## src/rtl/game_timer_if.sv

```systemverilog
// game_timer_if: control/status bundle for the game clock.
//   master: drives run, pause, load, load_val; observes tick, seconds, expired, done.
//   slave : the timer itself (opposite directions).
interface game_timer_if #(
    parameter int SEC_W = 8
);
    logic             run;
    logic             pause;
    logic             load;
    logic [SEC_W-1:0] load_val;
    logic             tick;
    logic [SEC_W-1:0] seconds;
    logic             expired;
    logic             done;

    modport master (
        output run, pause, load, load_val,
        input  tick, seconds, expired, done
    );

    modport slave (
        input  run, pause, load, load_val,
        output tick, seconds, expired, done
    );
endinterface

```

## src/rtl/game_timer.sv

```systemverilog
// game_timer: prescaled seconds counter for the round timer.
//   clk, rst_n : system clock, asynchronous active-low reset
//   bus.run    : level, 0 forces IDLE and clears the prescaler
//   bus.pause  : level, freezes prescaler and counter while running
//   bus.load   : strobe, captures load_val (start value down / limit up)
//   bus.tick   : one-cycle pulse per prescaler wrap
//   bus.seconds: current count
//   bus.expired: high while the terminal value is held
//   bus.done   : one-cycle pulse on reaching the terminal value
// Parameters: DIV cycles per tick (>= 2), SEC_W counter width,
// UP = 0 counts down to 0, UP = 1 counts up from 0 to the loaded limit.
module game_timer #(
    parameter int DIV   = 100_000_000,
    parameter int SEC_W = 8,
    parameter int UP    = 0
) (
    input  logic              clk,
    input  logic              rst_n,
    game_timer_if.slave       bus
);
    localparam int PW = (DIV > 2) ? $clog2(DIV) : 1;
    localparam logic [PW-1:0] PRESC_MAX = PW'(DIV - 1);

    localparam logic [1:0] ST_IDLE    = 2'd0;
    localparam logic [1:0] ST_RUN     = 2'd1;
    localparam logic [1:0] ST_PAUSED  = 2'd2;
    localparam logic [1:0] ST_EXPIRED = 2'd3;

    logic [1:0]       state;
    logic [PW-1:0]    presc;
    logic [SEC_W-1:0] seconds_q;
    logic [SEC_W-1:0] limit;
    logic             tick_q;
    logic             done_q;
    logic [SEC_W-1:0] term;
    logic [SEC_W-1:0] sec_next;

    // Terminal value: 0 counting down, the loaded limit counting up.
    always_comb begin
        term     = (UP != 0) ? limit : '0;
        sec_next = (UP != 0) ? seconds_q + SEC_W'(1) : seconds_q - SEC_W'(1);
    end

    always_ff @(posedge clk or negedge rst_n) begin
        if (!rst_n) begin
            state     <= ST_IDLE;
            presc     <= '0;
            seconds_q <= '0;
            limit     <= '0;
            tick_q    <= 1'b0;
            done_q    <= 1'b0;
        end else begin
            tick_q <= 1'b0;
            done_q <= 1'b0;
            if (!bus.run) begin
                state <= ST_IDLE;
                presc <= '0;
            end else if (bus.load) begin
                // A load on a wrap edge wins; that tick is dropped.
                presc <= '0;
                state <= ST_RUN;
                if (UP != 0) begin
                    seconds_q <= '0;
                    limit     <= bus.load_val;
                end else begin
                    seconds_q <= bus.load_val;
                end
            end else begin
                case (state)
                    ST_IDLE: state <= ST_RUN;
                    ST_RUN: begin
                        if (seconds_q == term) begin
                            // Already at terminal (e.g. loaded 0 counting down).
                            state  <= ST_EXPIRED;
                            done_q <= 1'b1;
                            presc  <= '0;
                        end else if (bus.pause) begin
                            // Pause on a would-be wrap edge suppresses that tick.
                            state <= ST_PAUSED;
                        end else if (presc == PRESC_MAX) begin
                            presc     <= '0;
                            tick_q    <= 1'b1;
                            seconds_q <= sec_next;
                            if (sec_next == term) begin
                                state  <= ST_EXPIRED;
                                done_q <= 1'b1;
                            end
                        end else begin
                            presc <= presc + PW'(1);
                        end
                    end
                    ST_PAUSED: begin
                        if (!bus.pause) state <= ST_RUN;
                    end
                    default: presc <= '0;  // EXPIRED: hold everything
                endcase
            end
        end
    end

    assign bus.tick    = tick_q;
    assign bus.seconds = seconds_q;
    assign bus.done    = done_q;
    assign bus.expired = (state == ST_EXPIRED);
endmodule
```

## src/flat_wrapper.sv

```systemverilog
// flat-port wrapper written by rule: the top's interface ports become plain ports
module game_timer_flat 
#(
    parameter int DIV   = 100_000_000,
    parameter int SEC_W = 8,
    parameter int UP    = 0
)
  (clk, rst_n, bus_run, bus_pause, bus_load, bus_load_val, bus_tick, bus_seconds, bus_expired, bus_done);
  game_timer_if #(.SEC_W(SEC_W)) bus_i ();
  input  logic clk;
  input  logic rst_n;
  input wire logic [$bits(bus_i.run)-1:0] bus_run;
  input wire logic [$bits(bus_i.pause)-1:0] bus_pause;
  input wire logic [$bits(bus_i.load)-1:0] bus_load;
  input wire logic [$bits(bus_i.load_val)-1:0] bus_load_val;
  output wire logic [$bits(bus_i.tick)-1:0] bus_tick;
  output wire logic [$bits(bus_i.seconds)-1:0] bus_seconds;
  output wire logic [$bits(bus_i.expired)-1:0] bus_expired;
  output wire logic [$bits(bus_i.done)-1:0] bus_done;
  assign bus_i.run = bus_run;
  assign bus_i.pause = bus_pause;
  assign bus_i.load = bus_load;
  assign bus_i.load_val = bus_load_val;
  assign bus_tick = bus_i.tick;
  assign bus_seconds = bus_i.seconds;
  assign bus_expired = bus_i.expired;
  assign bus_done = bus_i.done;
  game_timer #(.DIV(DIV), .SEC_W(SEC_W), .UP(UP)) u_core (.clk(clk), .rst_n(rst_n), .bus(bus_i));
endmodule
```

## config.mk

```make
export PLATFORM = sky130hd
export DESIGN_NAME = game_timer_flat
export DESIGN_NICKNAME = d
export VERILOG_FILES = /design/src/rtl/game_timer_if.sv /design/src/rtl/game_timer.sv /design/src/flat_wrapper.sv
export SDC_FILE = /design/constraint.sdc
export NUM_CORES = 1
export LEC_CHECK = 0
export ABC_AREA = 1
export ABC_CLOCK_PERIOD_IN_PS = 3220
export BUFFER_PORTS_ARGS = -buffer_cell sky130_fd_sc_hd__buf_2
export CORE_UTILIZATION = 55
export CTS_CLUSTER_DIAMETER = 80
export DETAILED_ROUTE_END_ITERATION = 7
export HOLD_SLACK_MARGIN = 0.1
export PLACE_DENSITY = 0.86
export SLEW_MARGIN = 20
export SYNTH_ARGS = -nofsm -noshare
export SYNTH_HDL_FRONTEND = slang
export SYNTH_SLANG_ARGS = --single-unit
```

## constraint.sdc

```tcl
create_clock -name clk -period 3.22 [get_ports clk]
set_clock_uncertainty 0.05 [all_clocks]
set_input_delay 0 -clock clk [delete_from_list [all_inputs] [get_ports clk]]
set_output_delay 0 -clock clk [all_outputs]
set_load 0.005 [all_outputs]
```

==> summary.md <==
| Metric | Value |
|---|---|
| PD cells | `390 nW/um^2` |
| Final #Nets | `420` |
| CTS H-Tree Depth | `2` |
| Post-synth EDFFs | `0` |
| Net Switching | `342 uW` |
| Vias in the first global route | `2,457` |
| Post-synthesis sequential area ratio | `0.368` |
| Slew @ Worst Pin | `873 ps` |
| Area contributors post-synth | `dfrtp_1 37%, nand2_1 12%, nand3_1 7.0%, inv_1 6.1%, nor2_1 4.8%` |
| Lkg Pwr | `1.34 nW` |
| Setup ws final | `576 ps` |
| Bufs on Longest Clock Path | `2` |
| Clock transition at the registers of the reported paths | `80 ps` |
| Synth Net Count | `382` |
| RSZ-0062 raised after global routing | `no` |
| Clock root cell | `clkbuf_8` |
| Sequential share of power | `0.454` |
| Resized cells post-CTS | `0` |
| Total GRT Usage | `0.279` |
| Crit Path Max Fanout | `6` |
| Worst setup EP type | `register` |
| Yosys warns | `0` |
| Status | `completed` |
| Placed inst area | `2770 sq um` |
| Post-Route WL | `6.44 mm` |
| Die height | `71.4 microns` |
| Cell Int Power | `845 uW` |
| Grt total ovfl | `0` |
| First-pass GRT wire length | `11.2 mm` |
| Max cap viols | `0` |
| Port bufs | `23` |
| Synth top area share | `0.368` |
| Post-place setup slack | `970 ps` |
| Clock Power Share | `0.363` |
| F_max | `378 MHz` |
| Ys async rst share | `1.00` |
| Hold Fails Final Rpt | `0` |
| Starting Density | `0.588` |
| CTS tree | `done` |
| HP Class | `in -> async` |
| DP HPWL | `4.36 mm` |
| TritonRoute pass-1 iters | `6` |
| ANT nets after route | `0` |
| Synth Instances | `365` |
| Core ar. | `4500 sq um` |
| Seq cells post-synth | `39` |
| Gpl congestion | `0.927` |
| Overall power | `1.19 mW` |
| VDD IR-drop max | `275 uV` |
| Logic gate share of total power | `0.184` |
| Post-Syn Area | `2650 sq um` |
| Inserted Clock Buffers | `5` |
| DRT iter0 DRCs | `328` |
| Via count | `2,602` |
| N_diodes | `0` |
| Rows | `24` |
| Placed cell count | `433` |
| Largest net degree at the start of global routing | `40` |
| Area leader, netlist | `dfrtp_1` |
| Share of layout cells above drive strength 1 | `0.176` |
| Minimum clock period | `2640 ps` |
| Final Setup Violations | `0` |
| Top FF cell, synth | `dfrtp_1` |
| DRC viols | `0` |
| Finished Layout Cells | `456` |
| Switching portion of total power | `0.288` |
| CP required | `3400 ps` |
| Max-slew violation count | `0` |
| Most common cell after layout, fill and taps aside | `nand2_1` |
| Area growth, synth to finish | `14.7%` |
| Full die area | `5100 sq um` |
| Ports | `24` |
| Final Instance Area | `3040 sq um` |
| Final Util | `0.675` |
| Initial antenna violation count | `0` |
| WHS | `301 ps` |
| Die width | `71.4 microns` |
| Clock Sink Count | `39` |
| Setup TNS Final | `0 ps` |
| Clk Latency, worst-skew pair | `300 ps` |
| Crit Path Category | `reg -> reg` |
| Rel. slew slack | `0.418` |
| Synth cell types | `32` |
| DR vias/cell | `5.71` |
| Most frequent cells in the layout | `84 x nand2_1, 43 x inv_1, 39 x dfrtp_1` |
| Avg Inst Size Synth | `7.26 sq um` |
| Wire per inst | `14.1 microns` |
| Post-route clock period utilization | `0.821` |
| Startpoint types | `register` |
| Arr. time, crit path | `2830 ps` |
==> state kept, by name, indices dropped and copies added, names as in the netlist <==
name,cells
u_core.bus.done,1
u_core.bus.seconds,8
u_core.presc,27
u_core.state,2
u_core.bus.tick,1
==> power by group through the flow <==
stage          registers, mW  logic (mW)  clock network [mW]
2_1_floorplan          0.545       0.138                   0
5_1_grt                0.542       0.249               0.451
3_5_place_dp           0.547       0.198                   0
4_1_cts                0.538       0.213               0.433
3_3_place_gp           0.546       0.192                   0
6_report               0.538       0.218               0.430
==> logic make-up after synthesis <==
| kind of cell | synth area share |
|---|---|
| compound gates | 0.127 |
| xor+xnor | 0.0463 |
| fa+ha+maj | 0.0189 |
| buf+inv | 0.0912 |
| flops | 0.368 |
| simple gates | 0.349 |
==> cell usage after synthesis, types with 2 or more instances <==
cell type,count
buf_6,3
xor2_1,13
nor2_2,7
nor4_1,2
buf_4,2
o211ai_1,2
nor2_4,3
dfrtp_1,39
o22ai_2,4
nand3_2,2
nand3_1,37
nor3_1,11
nand2_1,84
nor2_1,34
o21ai_2,8
a21oi_1,2
o21ai_0,21
nand4_1,10
nand2_2,8
inv_2,6
o21ai_1,10
inv_1,43
o22ai_1,2
ha_1,4
==> final timing paths <==
| check | startpoint | end | slack, ps | cells past startpoint |
|---|---|---|---|---|
| min in group clk | u_core.presc[21] | u_core.presc[21] | 500 | 2 |
| hold / removal | rst_n | u_core.presc[23] | 300 | 2 |
| setup / recovery | u_core.bus.seconds[0] | u_core.state[0] | 580 | 10 |
| setup reg to reg | u_core.bus.seconds[0] | u_core.state[0] | 580 | 10 |
| hold reg to reg | u_core.presc[21] | u_core.presc[21] | 500 | 2 |
| max in group asynchronous | rst_n | u_core.bus.seconds[6] | 2270 | 2 |
==> timing repair <==
item                                   in CTS  in global routing
endpoints found under the hold margin      50                  0
setup buffers                               0                  0
hold buffers                               15                  0
==> critical path, stage by stage, from the launching register on <==
cell	delay (ps)
dfrtp_1	430
inv_1	170
ha_1	200
nand3_1	100
nor2_2	240
nor2_1	80
nand2_1	70
o21ai_0	60
dlygate4sd3_1	560
nor2_1	90
dlygate4sd3_1	540
==> layout make-up <==
cell class,instances,area [sq um]
inverters,49,184
multi-input cells,270,1430
fillers,342,1470
clock inverters,2,35.0
flip-flops and latches,39,976
repair buffers,38,265
well taps,52,65.1
clock buffers,6,82.6
==> routing by layer <==
layer  track usage  vias up  share of wire
met5             0        -              0
met4        0.0956        0          0.032
met3        0.0563       31          0.062
met2         0.479      125           0.48
met1         0.352     1178           0.43
li1              -     1268              -
Note: power is estimated with default switching activity, not from simulation.
